### src/rtl/bcd_display_scan_pkg.sv
// Shared glyph constants, scan-state encoding and the BCD digit lookup
// used by the multiplexed 7-segment scanner.
package bcd_display_scan_pkg;

  // Active-low segment patterns, bit order {g,f,e,d,c,b,a}
  localparam logic [6:0] SEG_0     = 7'h40;
  localparam logic [6:0] SEG_1     = 7'h79;
  localparam logic [6:0] SEG_2     = 7'h24;
  localparam logic [6:0] SEG_3     = 7'h30;
  localparam logic [6:0] SEG_4     = 7'h19;
  localparam logic [6:0] SEG_5     = 7'h12;
  localparam logic [6:0] SEG_6     = 7'h02;
  localparam logic [6:0] SEG_7     = 7'h78;
  localparam logic [6:0] SEG_8     = 7'h00;
  localparam logic [6:0] SEG_9     = 7'h10;
  localparam logic [6:0] SEG_MINUS = 7'h3F;
  localparam logic [6:0] SEG_E     = 7'h06;
  localparam logic [6:0] SEG_BLANK = 7'h7F;

  typedef enum logic {
    GAP   = 1'b0,
    DRIVE = 1'b1
  } scan_state_e;

  function automatic logic [6:0] digit_glyph(input logic [3:0] nib);
    logic [6:0] g;
    case (nib)
      4'd0:    g = SEG_0;
      4'd1:    g = SEG_1;
      4'd2:    g = SEG_2;
      4'd3:    g = SEG_3;
      4'd4:    g = SEG_4;
      4'd5:    g = SEG_5;
      4'd6:    g = SEG_6;
      4'd7:    g = SEG_7;
      4'd8:    g = SEG_8;
      4'd9:    g = SEG_9;
      default: g = SEG_E;
    endcase
    return g;
  endfunction

endpackage

### src/rtl/bcd_display_scan_seg7_decode.sv
// Combinational glyph selector: error beats minus beats blank beats the
// decimal digit; a non-decimal nibble falls through to 'E'.
module seg7_decode
  import bcd_display_scan_pkg::*;
(
  input  logic [3:0] nibble,
  input  logic       blank,
  input  logic       minus,
  input  logic       error,
  output logic [6:0] seg
);

  always_comb begin
    if (error) begin
      seg = SEG_E;
    end else if (minus) begin
      seg = SEG_MINUS;
    end else if (blank) begin
      seg = SEG_BLANK;
    end else begin
      seg = digit_glyph(nibble);
    end
  end

endmodule

### src/rtl/bcd_display_scan.sv
// Multiplexed common-anode display scanner: double-buffered BCD value that
// commits only at the frame wrap, one blank gap cycle between digit slots.
module bcd_display_scan
  import bcd_display_scan_pkg::*;
#(
  parameter int DWIDTH   = 32,
  parameter int CLK_DIV  = 50000,
  parameter bit BLANK_LZ = 1'b1
) (
  input  logic                  clk,
  input  logic                  rst_n,
  input  logic [DWIDTH-1:0]     bcd_in,
  input  logic                  load,
  input  logic                  neg_in,
  input  logic                  err_in,
  output logic [6:0]            seg,
  output logic                  dp,
  output logic [DWIDTH/4-1:0]   an,
  output logic                  frame
);

  localparam int NDIG = DWIDTH / 4;
  localparam int IW   = (NDIG > 1) ? $clog2(NDIG) : 1;
  localparam int SW   = $clog2(NDIG + 1);
  localparam int CW   = $clog2(CLK_DIV);
  localparam logic [IW-1:0] LAST_IDX  = IW'(NDIG - 1);
  localparam logic [CW-1:0] LAST_SLOT = CW'(CLK_DIV - 1);

  scan_state_e         state_reg, state_next;
  logic [CW-1:0]       slot_cnt_reg, slot_cnt_next;
  logic [IW-1:0]       idx_reg, idx_next;

  logic [DWIDTH-1:0]   pend_bcd_reg, cur_bcd_reg;
  logic                pend_neg_reg, pend_err_reg, pend_valid_reg;
  logic                cur_neg_reg, cur_err_reg;

  logic [6:0]          seg_reg, seg_next;
  logic [NDIG-1:0]     an_reg, an_next;
  logic                frame_reg, dp_reg;

  logic                wrap, commit;
  logic [NDIG-1:0]     nz;
  logic [SW-1:0]       sig_cnt;
  logic [SW-1:0]       idx_ext;
  logic [3:0]          cur_nib;
  logic                dec_blank, dec_minus, dec_error;
  logic [6:0]          glyph;

  // State and output registers
  always_ff @(posedge clk) begin
    if (!rst_n) begin
      state_reg    <= GAP;
      slot_cnt_reg <= '0;
      idx_reg      <= '0;
      seg_reg      <= SEG_BLANK;
      an_reg       <= '1;
      frame_reg    <= 1'b0;
      dp_reg       <= 1'b1;
    end else begin
      state_reg    <= state_next;
      slot_cnt_reg <= slot_cnt_next;
      idx_reg      <= idx_next;
      seg_reg      <= seg_next;
      an_reg       <= an_next;
      frame_reg    <= commit;
      dp_reg       <= 1'b1;
    end
  end

  always_comb begin
    state_next    = state_reg;
    slot_cnt_next = slot_cnt_reg;
    idx_next      = idx_reg;
    case (state_reg)
      GAP: begin
        state_next    = DRIVE;
        slot_cnt_next = slot_cnt_reg + 1'b1;
      end
      DRIVE: begin
        if (slot_cnt_reg == LAST_SLOT) begin
          state_next    = GAP;
          slot_cnt_next = '0;
          idx_next      = (idx_reg == LAST_IDX) ? '0 : idx_reg + 1'b1;
        end else begin
          slot_cnt_next = slot_cnt_reg + 1'b1;
        end
      end
      default: state_next = GAP;
    endcase
  end

  // Outputs follow the next state so the glyph lands on the first DRIVE cycle
  always_comb begin
    an_next  = '1;
    seg_next = SEG_BLANK;
    if (state_next == DRIVE) begin
      an_next[idx_next] = 1'b0;
      seg_next          = glyph;
    end
  end

  assign wrap   = (state_reg == DRIVE) && (state_next == GAP) && (idx_reg == LAST_IDX);
  assign commit = wrap && (pend_valid_reg || load);

  // Double buffer: a load coinciding with the wrap bypasses the pending stage
  always_ff @(posedge clk) begin
    if (!rst_n) begin
      pend_bcd_reg   <= '0;
      pend_neg_reg   <= 1'b0;
      pend_err_reg   <= 1'b0;
      pend_valid_reg <= 1'b0;
      cur_bcd_reg    <= '0;
      cur_neg_reg    <= 1'b0;
      cur_err_reg    <= 1'b0;
    end else if (commit) begin
      pend_valid_reg <= 1'b0;
      if (load) begin
        cur_bcd_reg <= bcd_in;
        cur_neg_reg <= neg_in;
        cur_err_reg <= err_in;
      end else begin
        cur_bcd_reg <= pend_bcd_reg;
        cur_neg_reg <= pend_neg_reg;
        cur_err_reg <= pend_err_reg;
      end
    end else if (load) begin
      pend_bcd_reg   <= bcd_in;
      pend_neg_reg   <= neg_in;
      pend_err_reg   <= err_in;
      pend_valid_reg <= 1'b1;
    end
  end

  generate
    for (genvar gi = 0; gi < NDIG; gi++) begin : g_nz
      assign nz[gi] = |cur_bcd_reg[4*gi +: 4];
    end
  endgenerate

  // Number of significant digits; a zero value still counts one digit
  always_comb begin
    sig_cnt = SW'(1);
    for (int k = 0; k < NDIG; k++) begin
      if (nz[k]) sig_cnt = SW'(k + 1);
    end
  end

  assign idx_ext = SW'(idx_reg);
  assign cur_nib = cur_bcd_reg[idx_reg*4 +: 4];

  always_comb begin
    dec_blank = 1'b0;
    dec_minus = 1'b0;
    dec_error = 1'b0;
    if (cur_err_reg || (cur_neg_reg && (sig_cnt == SW'(NDIG)))) begin
      dec_error = (idx_reg == '0);
      dec_blank = (idx_reg != '0);
    end else if (cur_nib > 4'd9) begin
      dec_error = 1'b1;
    end else if (BLANK_LZ && (idx_ext >= sig_cnt)) begin
      dec_minus = cur_neg_reg && (idx_ext == sig_cnt);
      dec_blank = !(cur_neg_reg && (idx_ext == sig_cnt));
    end
  end

  seg7_decode u_decode (
    .nibble (cur_nib),
    .blank  (dec_blank),
    .minus  (dec_minus),
    .error  (dec_error),
    .seg    (glyph)
  );

  assign seg   = seg_reg;
  assign an    = an_reg;
  assign frame = frame_reg;
  assign dp    = dp_reg;

endmodule

### config.mk
export PLATFORM = sky130hd
export DESIGN_NAME = bcd_display_scan
export DESIGN_NICKNAME = d
export VERILOG_FILES = /design/src/rtl/bcd_display_scan_pkg.sv /design/src/rtl/bcd_display_scan_seg7_decode.sv /design/src/rtl/bcd_display_scan.sv
export SDC_FILE = /design/constraint.sdc
export NUM_CORES = 1
export LEC_CHECK = 0
export ABC_AREA = 1
export ABC_CLOCK_PERIOD_IN_PS = 2460
export CAP_MARGIN = 30
export CELL_PAD_IN_SITES_DETAIL_PLACEMENT = 1
export CELL_PAD_IN_SITES_GLOBAL_PLACEMENT = 1
export CORE_MARGIN = 2
export CORE_UTILIZATION = 40
export CTS_CLUSTER_SIZE = 40
export DETAILED_ROUTE_END_ITERATION = 8
export HOLD_SLACK_MARGIN = 0.1
export PLACE_DENSITY_LB_ADDON = 0.1
export SYNTH_ARGS = -nofsm -noshare
export SYNTH_HDL_FRONTEND = slang
export SYNTH_SLANG_ARGS = --single-unit
### constraint.sdc
create_clock -name clk -period 2.46 [get_ports clk]
set_input_delay 0.369 -clock clk [delete_from_list [all_inputs] [get_ports clk]]
set_output_delay 0.369 -clock clk [all_outputs]
set_load 0.1 [all_outputs]
==> flow_summary.ini <==
[run_status]
status = finished, final reports clean

[drt]
wire_per_inst_um = 13.7
wl_um = 12700
drc_errors = 0
ant_nets = 0
first_pass_iters = 4
dr.first_iter.drc_count = 207
via_per_inst = 4.94
vias = 4564

[critical_path]
end_kind = flip-flop
arrival_ns = 2.45
r2r-start = cur_bcd_reg[24]
worstPathCellList = nor4_2 > nand2_1 > o21ai_0 > ha_1 > a21oi_1 > o21ai_0 > nand3_1 > nand2_1 > inv_1 > nand2_1 > inv_1 > nand2_1 > nand2_1 > nand2_1
reg2reg_to = seg[0]
critPathSlowestCell = nor4_2
cp.buffers_inverters = 2
critPathMaxStageDelay_ns = 0.36
timing.critical_path.mode_cell = nand2_1
critical_path_class = reg -> reg
rrSetupSlack_ns = 0.25
crit_fanout = 5
reg2regPathDepth = 14
worstPathRequired_ns = 2.70
worst_setup_path_start_kind = flip-flop
crit_family = simple AND/OR/NAND/NOR gates

[synthesis]
syn_inst = 716
synth_top_area_cell = dfxtp_1
ys_top_cells_by_area = dfxtp_1, nand2_1, nand3_1
synth.net_count = 765
synth.area.mux_share = 0
synth_top_area_frac = 0.418
synthAdderAreaFrac = 0.0298
synth_top_family_by_area = simple AND/OR/NAND/NOR gates
yosys.area_share.simple = 0.335
synth-xor-area-share = 0.0104
synth_compound_area_frac = 0.0947
synth_enable_flop_cells = 0
synth_flop_cell = dfxtp_1
yosysUniqueCellTypes = 36
ys_ff_latch = 105
ys_seq_area_frac = 0.418
ys_warn_count = 0
syn-cell-area_um2 = 5030
async_flop_share = 0
avgSynthCellArea_um2 = 7.03

[cells_and_area]
drive_gt1_frac = 0.106
area_growth_pct = 17.4
num-nets-final = 801
stdcell_area_um2 = 5910
utilization = 0.486
stdcell_count = 924
n_antenna_cell = 0

[power]
pwr-share-clk = 0.404
seqPwrFrac = 0.517
power.internal_mw = 2.58
switchingPower_mw = 0.815
ir_drop_mv = 0.501
powerDensity_nw_per_um2 = 575
leakagePower_nw = 2.62
finalPower_mw = 3.40
swShare = 0.240
p_comb_frac = 0.079

[global_routing]
grt_pass1_vias = 4577
antenna_found_initial = 0
grt_pass1_wl_um = 21700
grt.total_usage = 0.203
grt_max_degree = 70
grt-ovfl-total = 0

[die]
coreArea_um2 = 12200
dieArea_um2 = 13500
start_util = 0.414
io_pins = 54
rows = 40
chipHeight_um = 116
die_w_um = 116

[job]
max_cap_violations = 0

[placement]
place.gp.congestion = 0.841
dpl-instance-area_um2 = 5570
post-place-ws_ns = 0.125
place_inst = 909
port_buffers = 52
hpwlAfterDp_um = 9000

[clock_tree]
cts.clk_slew.worst_paths_ns = 0.07
cts_tree = built
clock-sinks = 105
cts_buffer_depth = 2
ctsHoldBuffers = 0
ctsHtreeMaxLevel = 3
cts_root_buf = clkbuf_16
numCtsBuffers = 9
clk_latency_ns = 0.35

[sta]
hold_viol = 0
fmax_mhz = 451
worst_clock_skew_ns = 0.00700
finalCritPeriodShare = 0.900
tns_ns = 0
maxSlewHeadroom = 0.512
fin_ws_ns = 0.245
layout_min_cycle_time_ns = 2.21
tightest_slew_ns = 0.732
slew_violations = 0
hold-worst-slack_ns = 0.360
setup_viol = 0

[hold_path]
hold_end = pend_valid_reg
whs_path_depth = 3
hold_path_class = in -> reg
worstHoldStart = rst_n
==> Yosys cell counts (all sizes together), types with 7 or more instances <==
master / number
a21oi: 7
nor2: 49
nand2: 202
ha: 12
o21ai: 80
nand3: 102
clkbuf: 12
dfxtp: 105
inv: 91
nand4: 8
buf: 23
==> cells by family after synthesis <==
logic type / count (synthesis)
other: 1
flip-flops: 105
buffers and inverters: 126
adder cells (fa/ha/maj): 12
XOR/XNOR: 6
AO/OA/AOI/OAI: 92
AND/OR/NAND/NOR: 374
==> layer usage <==
metal  routed length, um  part of all wire  vias to the layer above  track usage
met5                   0                 0                        -            0
met4                 213             0.017                        0       0.0603
met3                 389             0.031                       12       0.0509
met2                5960              0.47                       61        0.338
met1                6120              0.48                     2136        0.261
li1                    -                 -                     2355            -
==> layout make-up <==
class / instances / area (um2)
clock buffers: 11 / 253
clock inverters: 4 / 27.5
repair buffers: 60 / 543
inverters: 91 / 347
well taps: 168 / 210
fillers: 1575 / 6250
multi-input cells: 485 / 2430
flip-flops and latches: 105 / 2100
==> worst max-delay path by stage <==
stage	from	end	slack (ns)	depth (start not counted)
finish	cur_bcd_reg[24]	seg[0]	0.25	14
CTS	cur_bcd_reg[20]	seg[0]	0.03	14
global route	cur_bcd_reg[12]	seg[0]	-0.009	16
detailed placement	cur_bcd_reg[16]	seg[0]	0.12	14
global placement	cur_bcd_reg[4]	seg[0]	0.20	16
floorplan	cur_bcd_reg[12]	seg[0]	0.52	16
==> worst reg2reg max path: stages, from the launching register on <==
cell and delay, ns:
dfxtp_1 0.34, nor4_2 0.36, nand2_1 0.10, o21ai_0 0.20, ha_1 0.29, a21oi_1 0.13
o21ai_0 0.10, nand3_1 0.09, nand2_1 0.07, inv_1 0.15, nand2_1 0.07, inv_1 0.05
nand2_1 0.04, nand2_1 0.05, nand2_1 0.05
==> placed cells by master (no fill, tap or decap), types with 3 or more instances in the layout <==
| cell type | count |
|---|---|
| ha_1 | 12 |
| nand4_1 | 8 |
| nor3_1 | 4 |
| nand2_2 | 7 |
| clkdlybuf4s50_1 | 34 |
| o21ai_1 | 31 |
| inv_1 | 82 |
| nor4_4 | 3 |
| dfxtp_1 | 104 |
| nand2_1 | 193 |
| inv_2 | 7 |
| nand3_2 | 8 |
| clkbuf_16 | 9 |
| a21oi_1 | 7 |
| buf_4 | 23 |
| nor2_2 | 3 |
| nand3_1 | 93 |
| nor2_1 | 45 |
| xor2_1 | 5 |
| o21ai_0 | 49 |
==> power by group through the flow <==
| stage | clock [mW] | sequential [mW] | combinational (mW) |
|---|---|---|---|
| floorplan | 0 | 1.84 | 0.126 |
| global placement | 0 | 1.79 | 0.261 |
| detailed placement | 0 | 1.79 | 0.271 |
| CTS | 1.42 | 1.75 | 0.271 |
| global route | 1.49 | 1.76 | 0.299 |
| finish | 1.37 | 1.75 | 0.268 |
==> repair_timing <==
action,CTS,global route
setup endpoints to repair,0,7
buffers inserted,0,0
gates resized for setup,0,9
Note: power is estimated with default switching activity, not from simulation.
